--- config.mk ---
export PLATFORM = sky130hd
export DESIGN_NAME = alu_mul_sequencer_flat
export DESIGN_NICKNAME = d
export VERILOG_FILES = /design/src/rtl/alu_mul_sequencer_pkg.sv /design/src/rtl/alu_mul_sequencer_if.sv /design/src/rtl/alu_mul_sequencer_port_mux.sv /design/src/rtl/alu_mul_sequencer.sv /design/src/flat_wrapper.sv
export SDC_FILE = /design/constraint.sdc
export NUM_CORES = 1
export LEC_CHECK = 0
export ABC_AREA = 1
export CAP_MARGIN = 20
export CORE_ASPECT_RATIO = 0.75
export CORE_MARGIN = 2
export CORE_UTILIZATION = 40
export DETAILED_ROUTE_END_ITERATION = 10
export PLACE_DENSITY_LB_ADDON = 0.3
export SLEW_MARGIN = 20
export SYNTH_ARGS = -nofsm -noshare
export SYNTH_HDL_FRONTEND = slang
export SYNTH_HIERARCHICAL = 1
export SYNTH_SLANG_ARGS = --single-unit
--- constraint.sdc ---
create_clock -name clk -period 1.7 [get_ports clk]
set_input_delay 0.255 -clock clk [delete_from_list [all_inputs] [get_ports clk]]
set_output_delay 0.255 -clock clk [all_outputs]
set_load 0.005 [all_outputs]
--- src/rtl/alu_mul_sequencer_pkg.sv ---
// alu_mul_sequencer_pkg: ALU opcode list and multiply sequencer state encoding shared with the control unit
package alu_mul_sequencer_pkg;
  localparam logic [4:0] OP_ADD  = 5'd0;
  localparam logic [4:0] OP_ADC  = 5'd1;
  localparam logic [4:0] OP_SUB  = 5'd2;
  localparam logic [4:0] OP_SBC  = 5'd3;
  localparam logic [4:0] OP_AND  = 5'd4;
  localparam logic [4:0] OP_OR   = 5'd5;
  localparam logic [4:0] OP_XOR  = 5'd6;
  localparam logic [4:0] OP_NOT  = 5'd7;
  localparam logic [4:0] OP_SHL  = 5'd8;
  localparam logic [4:0] OP_SHR  = 5'd9;
  localparam logic [4:0] OP_ASR  = 5'd10;
  localparam logic [4:0] OP_ROL  = 5'd11;
  localparam logic [4:0] OP_ROR  = 5'd12;
  localparam logic [4:0] OP_INC  = 5'd13;
  localparam logic [4:0] OP_DEC  = 5'd14;
  localparam logic [4:0] OP_AREM = 5'd15;
  typedef enum logic [1:0] {IDLE, ITER, FLAGS} state_t;
  // A clear multiplier bit still drives a defined, side-effect-free opcode
  function automatic logic [4:0] step_op(input logic mp_bit);
    return mp_bit ? OP_ADD : OP_AREM;
  endfunction
endpackage

--- src/rtl/alu_mul_sequencer_if.sv ---
// alu_mul_sequencer_if: multiply launch/result bundle between control unit (master) and sequencer (slave)
interface alu_mul_sequencer_if #(parameter int WIDTH = 32);
  logic             start;
  logic [WIDTH-1:0] mcand;
  logic [WIDTH-1:0] mplr;
  logic             busy;
  logic             done;
  logic [WIDTH-1:0] product;
  logic             flag_n;
  logic             flag_z;
  logic             flag_ovf;
  modport master (output start, mcand, mplr, input busy, done, product, flag_n, flag_z, flag_ovf);
  modport slave  (input start, mcand, mplr, output busy, done, product, flag_n, flag_z, flag_ovf);
endinterface

--- src/rtl/alu_mul_sequencer_port_mux.sv ---
// alu_mul_sequencer_port_mux: selects datapath or sequencer drive of the shared ALU inputs
module alu_mul_sequencer_port_mux #(parameter int WIDTH = 32) (
  input  logic             i_sel_seq,
  input  logic [WIDTH-1:0] i_seq_a,
  input  logic [WIDTH-1:0] i_seq_b,
  input  logic [4:0]       i_seq_op,
  input  logic             i_seq_cin,
  input  logic [WIDTH-1:0] i_dp_a,
  input  logic [WIDTH-1:0] i_dp_b,
  input  logic [4:0]       i_dp_op,
  input  logic             i_dp_cin,
  output logic [WIDTH-1:0] o_alu_a,
  output logic [WIDTH-1:0] o_alu_b,
  output logic [4:0]       o_alu_op,
  output logic             o_alu_cin
);
  always_comb begin
    o_alu_a   = i_sel_seq ? i_seq_a   : i_dp_a;
    o_alu_b   = i_sel_seq ? i_seq_b   : i_dp_b;
    o_alu_op  = i_sel_seq ? i_seq_op  : i_dp_op;
    o_alu_cin = i_sel_seq ? i_seq_cin : i_dp_cin;
  end
endmodule

--- src/rtl/alu_mul_sequencer.sv ---
// alu_mul_sequencer: shift-and-add 32-bit unsigned multiply using the shared ALU; transparent when idle
module alu_mul_sequencer
  import alu_mul_sequencer_pkg::*;
#(parameter int WIDTH = 32) (
  input  logic              clk,
  input  logic              reset_n,
  alu_mul_sequencer_if.slave bus,
  input  logic [WIDTH-1:0]  i_dp_a,
  input  logic [WIDTH-1:0]  i_dp_b,
  input  logic [4:0]        i_dp_op,
  input  logic              i_dp_cin,
  output logic [WIDTH-1:0]  o_alu_a,
  output logic [WIDTH-1:0]  o_alu_b,
  output logic [4:0]        o_alu_op,
  output logic              o_alu_cin,
  input  logic [WIDTH-1:0]  i_alu_result,
  input  logic              i_alu_c,
  input  logic              i_alu_n,
  input  logic              i_alu_z
);
  localparam int CW = $clog2(WIDTH);
  state_t           r_state;
  logic [WIDTH-1:0] r_mc;
  logic [WIDTH-1:0] r_mp;
  logic [WIDTH-1:0] r_acc;
  logic [WIDTH-1:0] r_product;
  logic [CW-1:0]    r_cnt;
  logic             r_lost;
  logic             r_ovf;
  logic             r_done;
  logic             r_n;
  logic             r_z;
  logic             r_flag_ovf;
  logic             w_busy;
  logic             w_last;
  logic [4:0]       w_seq_op;
  always_comb begin
    w_busy   = r_state != IDLE;
    w_last   = (r_mp >> 1) == '0 || r_cnt == CW'(WIDTH - 1);
    w_seq_op = r_state == ITER ? step_op(r_mp[0]) : OP_AREM;
  end
  // A bit shifted out of mc only matters if a later multiplier bit adds it in
  always_ff @(posedge clk or negedge reset_n) begin
    if (!reset_n) begin
      r_state    <= IDLE;
      r_mc       <= '0;
      r_mp       <= '0;
      r_acc      <= '0;
      r_product  <= '0;
      r_cnt      <= '0;
      r_lost     <= 1'b0;
      r_ovf      <= 1'b0;
      r_done     <= 1'b0;
      r_n        <= 1'b0;
      r_z        <= 1'b0;
      r_flag_ovf <= 1'b0;
    end else begin
      r_done <= 1'b0;
      case (r_state)
        IDLE: if (bus.start) begin
          r_mc    <= bus.mcand;
          r_mp    <= bus.mplr;
          r_acc   <= '0;
          r_cnt   <= '0;
          r_lost  <= 1'b0;
          r_ovf   <= 1'b0;
          r_state <= ITER;
        end
        ITER: begin
          if (r_mp[0]) begin
            r_acc <= i_alu_result;
            r_ovf <= r_ovf | i_alu_c | r_lost;
          end
          r_lost <= r_lost | r_mc[WIDTH-1];
          r_mc   <= r_mc << 1;
          r_mp   <= r_mp >> 1;
          r_cnt  <= r_cnt + CW'(1);
          if (w_last) r_state <= FLAGS;
        end
        FLAGS: begin
          r_product  <= r_acc;
          r_n        <= i_alu_n;
          r_z        <= i_alu_z;
          r_flag_ovf <= r_ovf;
          r_done     <= 1'b1;
          r_state    <= IDLE;
        end
        default: r_state <= IDLE;
      endcase
    end
  end
  assign bus.busy     = w_busy;
  assign bus.done     = r_done;
  assign bus.product  = r_product;
  assign bus.flag_n   = r_n;
  assign bus.flag_z   = r_z;
  assign bus.flag_ovf = r_flag_ovf;
  alu_mul_sequencer_port_mux #(.WIDTH(WIDTH)) u_port_mux (
    .i_sel_seq (w_busy),
    .i_seq_a   (r_acc),
    .i_seq_b   (r_mc),
    .i_seq_op  (w_seq_op),
    .i_seq_cin (1'b0),
    .i_dp_a    (i_dp_a),
    .i_dp_b    (i_dp_b),
    .i_dp_op   (i_dp_op),
    .i_dp_cin  (i_dp_cin),
    .o_alu_a   (o_alu_a),
    .o_alu_b   (o_alu_b),
    .o_alu_op  (o_alu_op),
    .o_alu_cin (o_alu_cin)
  );
endmodule

--- src/flat_wrapper.sv ---
// flat-port wrapper written by rule: the top's interface ports become plain ports
module alu_mul_sequencer_flat import alu_mul_sequencer_pkg::*;
#(parameter int WIDTH = 32)
  (clk, reset_n, i_dp_a, i_dp_b, i_dp_op, i_dp_cin, o_alu_a, o_alu_b, o_alu_op, o_alu_cin, i_alu_result, i_alu_c, i_alu_n, i_alu_z, bus_start, bus_mcand, bus_mplr, bus_busy, bus_done, bus_product, bus_flag_n, bus_flag_z, bus_flag_ovf);
  alu_mul_sequencer_if #(.WIDTH(WIDTH)) bus_i ();
  input  logic clk;
  input  logic reset_n;
  input  logic [WIDTH-1:0] i_dp_a;
  input  logic [WIDTH-1:0] i_dp_b;
  input  logic [4:0] i_dp_op;
  input  logic i_dp_cin;
  output logic [WIDTH-1:0] o_alu_a;
  output logic [WIDTH-1:0] o_alu_b;
  output logic [4:0] o_alu_op;
  output logic o_alu_cin;
  input  logic [WIDTH-1:0] i_alu_result;
  input  logic i_alu_c;
  input  logic i_alu_n;
  input  logic i_alu_z;
  input wire logic [$bits(bus_i.start)-1:0] bus_start;
  input wire logic [$bits(bus_i.mcand)-1:0] bus_mcand;
  input wire logic [$bits(bus_i.mplr)-1:0] bus_mplr;
  output wire logic [$bits(bus_i.busy)-1:0] bus_busy;
  output wire logic [$bits(bus_i.done)-1:0] bus_done;
  output wire logic [$bits(bus_i.product)-1:0] bus_product;
  output wire logic [$bits(bus_i.flag_n)-1:0] bus_flag_n;
  output wire logic [$bits(bus_i.flag_z)-1:0] bus_flag_z;
  output wire logic [$bits(bus_i.flag_ovf)-1:0] bus_flag_ovf;
  assign bus_i.start = bus_start;
  assign bus_i.mcand = bus_mcand;
  assign bus_i.mplr = bus_mplr;
  assign bus_busy = bus_i.busy;
  assign bus_done = bus_i.done;
  assign bus_product = bus_i.product;
  assign bus_flag_n = bus_i.flag_n;
  assign bus_flag_z = bus_i.flag_z;
  assign bus_flag_ovf = bus_i.flag_ovf;
  alu_mul_sequencer #(.WIDTH(WIDTH)) u_core (.clk(clk), .reset_n(reset_n), .bus(bus_i), .i_dp_a(i_dp_a), .i_dp_b(i_dp_b), .i_dp_op(i_dp_op), .i_dp_cin(i_dp_cin), .o_alu_a(o_alu_a), .o_alu_b(o_alu_b), .o_alu_op(o_alu_op), .o_alu_cin(o_alu_cin), .i_alu_result(i_alu_result), .i_alu_c(i_alu_c), .i_alu_n(i_alu_n), .i_alu_z(i_alu_z));
endmodule
==> results.txt <==
Count of final setup violators -> 71
Clock sinks -> 141
Worst endpoint data arrival time -> 1.72 ns
Core area -> 16800 um^2
Global-route wire length before repair -> 36000 um
Clock Root Buffer -> clkbuf_16
Reg clk slew, reported paths -> 0.06 ns
CP Capture Type -> primary output
Detail-routed via count per cell -> 5.07
Synth Warn # -> 6
Library cells used by synthesis -> 26
# rows -> 41
IO buf count -> 278
Number of global-route vias before repair -> 6838
Leakage -> 5.44 nW
Max Buffers Root-to-Sink -> 2
# DRC -> 0
Skew final -> 0.0140 ns
FMAX -> 506 MHz
Vias -> 7296
Avg Cell Area, Syn -> 7.68 um^2
Router iterations before antenna repair -> 5
Cts bufs inserted -> 17
Largest net degree at the start of global routing -> 104
WP data required -> 1.44 ns
Slew Limit Fails -> 0
Most frequent cells in the layout -> nand2_1, clkdlybuf4s50_1, dfrtp_1
GRT Total Usage -> 25.0%
Antenna violations before repair -> 1
Synth Cell Area -> 6860 um^2
Commonest non-fill, non-tap cell in the layout -> nand2_1
Final Hold Fails -> 0
Share of layout cells above drive strength 1 -> 23.2%
Fill cells -> 1356
Final min period -> 1.98 ns
Total Power -> 23.2 mW
Number of DRC markers in iteration 0 -> 442
Dpl cell area -> 9940 um^2
Yosys reg bits -> 141
Final Net Count -> 1384
Power per standard cell area -> 2010 nW/um^2
VDD IR max -> 0.00104 V
Hold WC Path Type -> input pin to async pin
Post-DP HPWL -> 14500 um
Residual overflow from global routing -> 0
Fin area -> 11500 um^2
Startpoint types -> flop
Final weighted congestion in routability-driven placement -> 0.826
Die Area -> 18200 um^2
Largest delay share family, worst path -> buffers and inverters
Worst-path fanout max -> 6
Syn Inst Count -> 893
CTS tree -> built
RSZ-0062 raised after global routing -> true
Final worst slack -> -0.278 ns
Tcrit/Tclk final -> 116%
Hold WS -> 0.319 ns
Initial cell density of the core -> 40.7%
Routed Antenna Nets -> 0
I/O pins -> 279
CP max stage cell -> dfrtp_1
CP most frequent cell -> buf_8
Failing checks -> negative setup slack
Multi-input gate area -> 3160 um^2
Worst-Skew Late Latency -> 0.42 ns
Drt total wl -> 24500 um
Area growth syn-to-layout -> 68.4%
Avg WL per Cell -> 17.0 um
Worst path bufs/invs -> 7
H-tree depth -> 4
Die span in y -> 117 um
Die width -> 155 um
Register area -> 3530 um^2
Max Cap Viol -> 0
Status -> finished with violations
End-of-flow core utilization -> 68.6%
CP max stage delay -> 0.40 ns
Setup CP Type -> flop to primary output
Register area share after synthesis -> 51.5%
Crit path cell chain -> inv_2 > nand2_8 > inv_12 > buf_8 > buf_6 > buf_8 > buf_12 > nand2_2 > nand2_1 > buf_2
final timing paths:
kind / cells past startpoint / slack [ns] / end / startpoint
setup / recovery: 10 / -0.28 / o_alu_a[16] / u_core/r_state[0]
hold / removal: 2 / 0.32 / u_core/bus.product[9] / reset_n
setup reg to reg: 8 / 0.06 / u_core/r_mc[4] / u_core/r_state[0]
hold reg to reg: 2 / 0.48 / u_core/bus.flag_ovf / u_core/bus.flag_ovf
max in group asynchronous: 3 / 0.82 / u_core/r_cnt[4] / reset_n
min in group clk: 3 / 0.40 / u_core/bus.flag_z / i_alu_z
worst reg2reg max path, cell delays in order, from the launching register on:
cell	delay, ns
dfrtp_1	0.40
inv_2	0.12
buf_4	0.14
nor2_4	0.04
buf_6	0.13
inv_4	0.14
buf_6	0.25
o21ai_0	0.16
a21oi_1	0.17
cells by family after synthesis:
family	Yosys count	share of synthesized area, %
flops	141	51.5
fa+ha+maj	2	0.365
xor+xnor	1	0.128
compound gates	194	14.9
other cells	1	0.0547
simple gates	444	25.2
buf+inv	110	7.94
synth_stat cells, drive strengths merged:
| library cell | n | share of area, % |
|---|---|---|
| a21oi | 39 | 2.8 |
| a22o | 1 | 0.13 |
| a22oi | 11 | 1.2 |
| buf | 39 | 4.0 |
| clkbuf | 20 | 1.1 |
| conb | 1 | 0.055 |
| dfrtp | 141 | 51 |
| ha | 2 | 0.36 |
| inv | 51 | 2.9 |
| nand2 | 323 | 18 |
| nand3 | 35 | 2.6 |
| nor2 | 86 | 4.9 |
| o21a | 1 | 0.11 |
| o21ai | 135 | 9.9 |
| o221ai | 3 | 0.38 |
| o22ai | 4 | 0.36 |
| xor2 | 1 | 0.13 |
through the flow:
stage | setup TNS [ns] | cells | setup WS (ns)
after floorplan | 0 | 894 | 0.351
after global placement | -3.31 | 1355 | -0.0802
after detailed placement | -6.07 | 1355 | -0.133
after CTS | -16.78 | 1428 | -0.376
after global routing | -18.20 | 1439 | -0.346
final | -14.01 | 1439 | -0.278
power breakdown:
part	switching (mW)	total, mW	internal [mW]	leakage [nW]
sequential	1.13	5.91	4.77	1.78
clock	1.51	4.04	2.53	0.317
combinational	6.72	13.2	6.49	3.34
total	9.37	23.2	13.8	5.44
layout make-up:
cell class	count	area share (%)
diodes	1	0.0217
repair buffers	356	32.3
inverters	51	1.83
well taps	215	2.33
flip-flops and latches	141	30.6
multi-input cells	643	27.4
clock buffers	18	3.80
clock inverters	14	1.79
sequential cells by signal, summed over array words and instances, names as in the netlist:
name / count
u_core/bus.done: 1
u_core/bus.flag_n: 1
u_core/bus.flag_ovf: 1
u_core/bus.flag_z: 1
u_core/bus.product: 32
u_core/r_acc: 32
u_core/r_cnt: 5
u_core/r_lost: 1
u_core/r_mc: 32
u_core/r_mp: 32
u_core/r_ovf: 1
u_core/r_state: 2
timing repair:
item	CTS	global route
hold buffers	1	0
cloned	10	5
hold endpoints to repair	37	0
resized for setup	309	144
setup buffers	32	10
pin swaps	13	19
endpoints found under the setup margin	71	133
metal layers:
layer,global-route usage (%),vias to the layer above,wire length [um]
met5,0,-,0
met4,8.20,0,573
met3,4.55,39,1320
met2,40.8,289,11900
met1,33.7,3465,10600
li1,-,3503,-
Note: power is estimated with default switching activity, not from simulation.
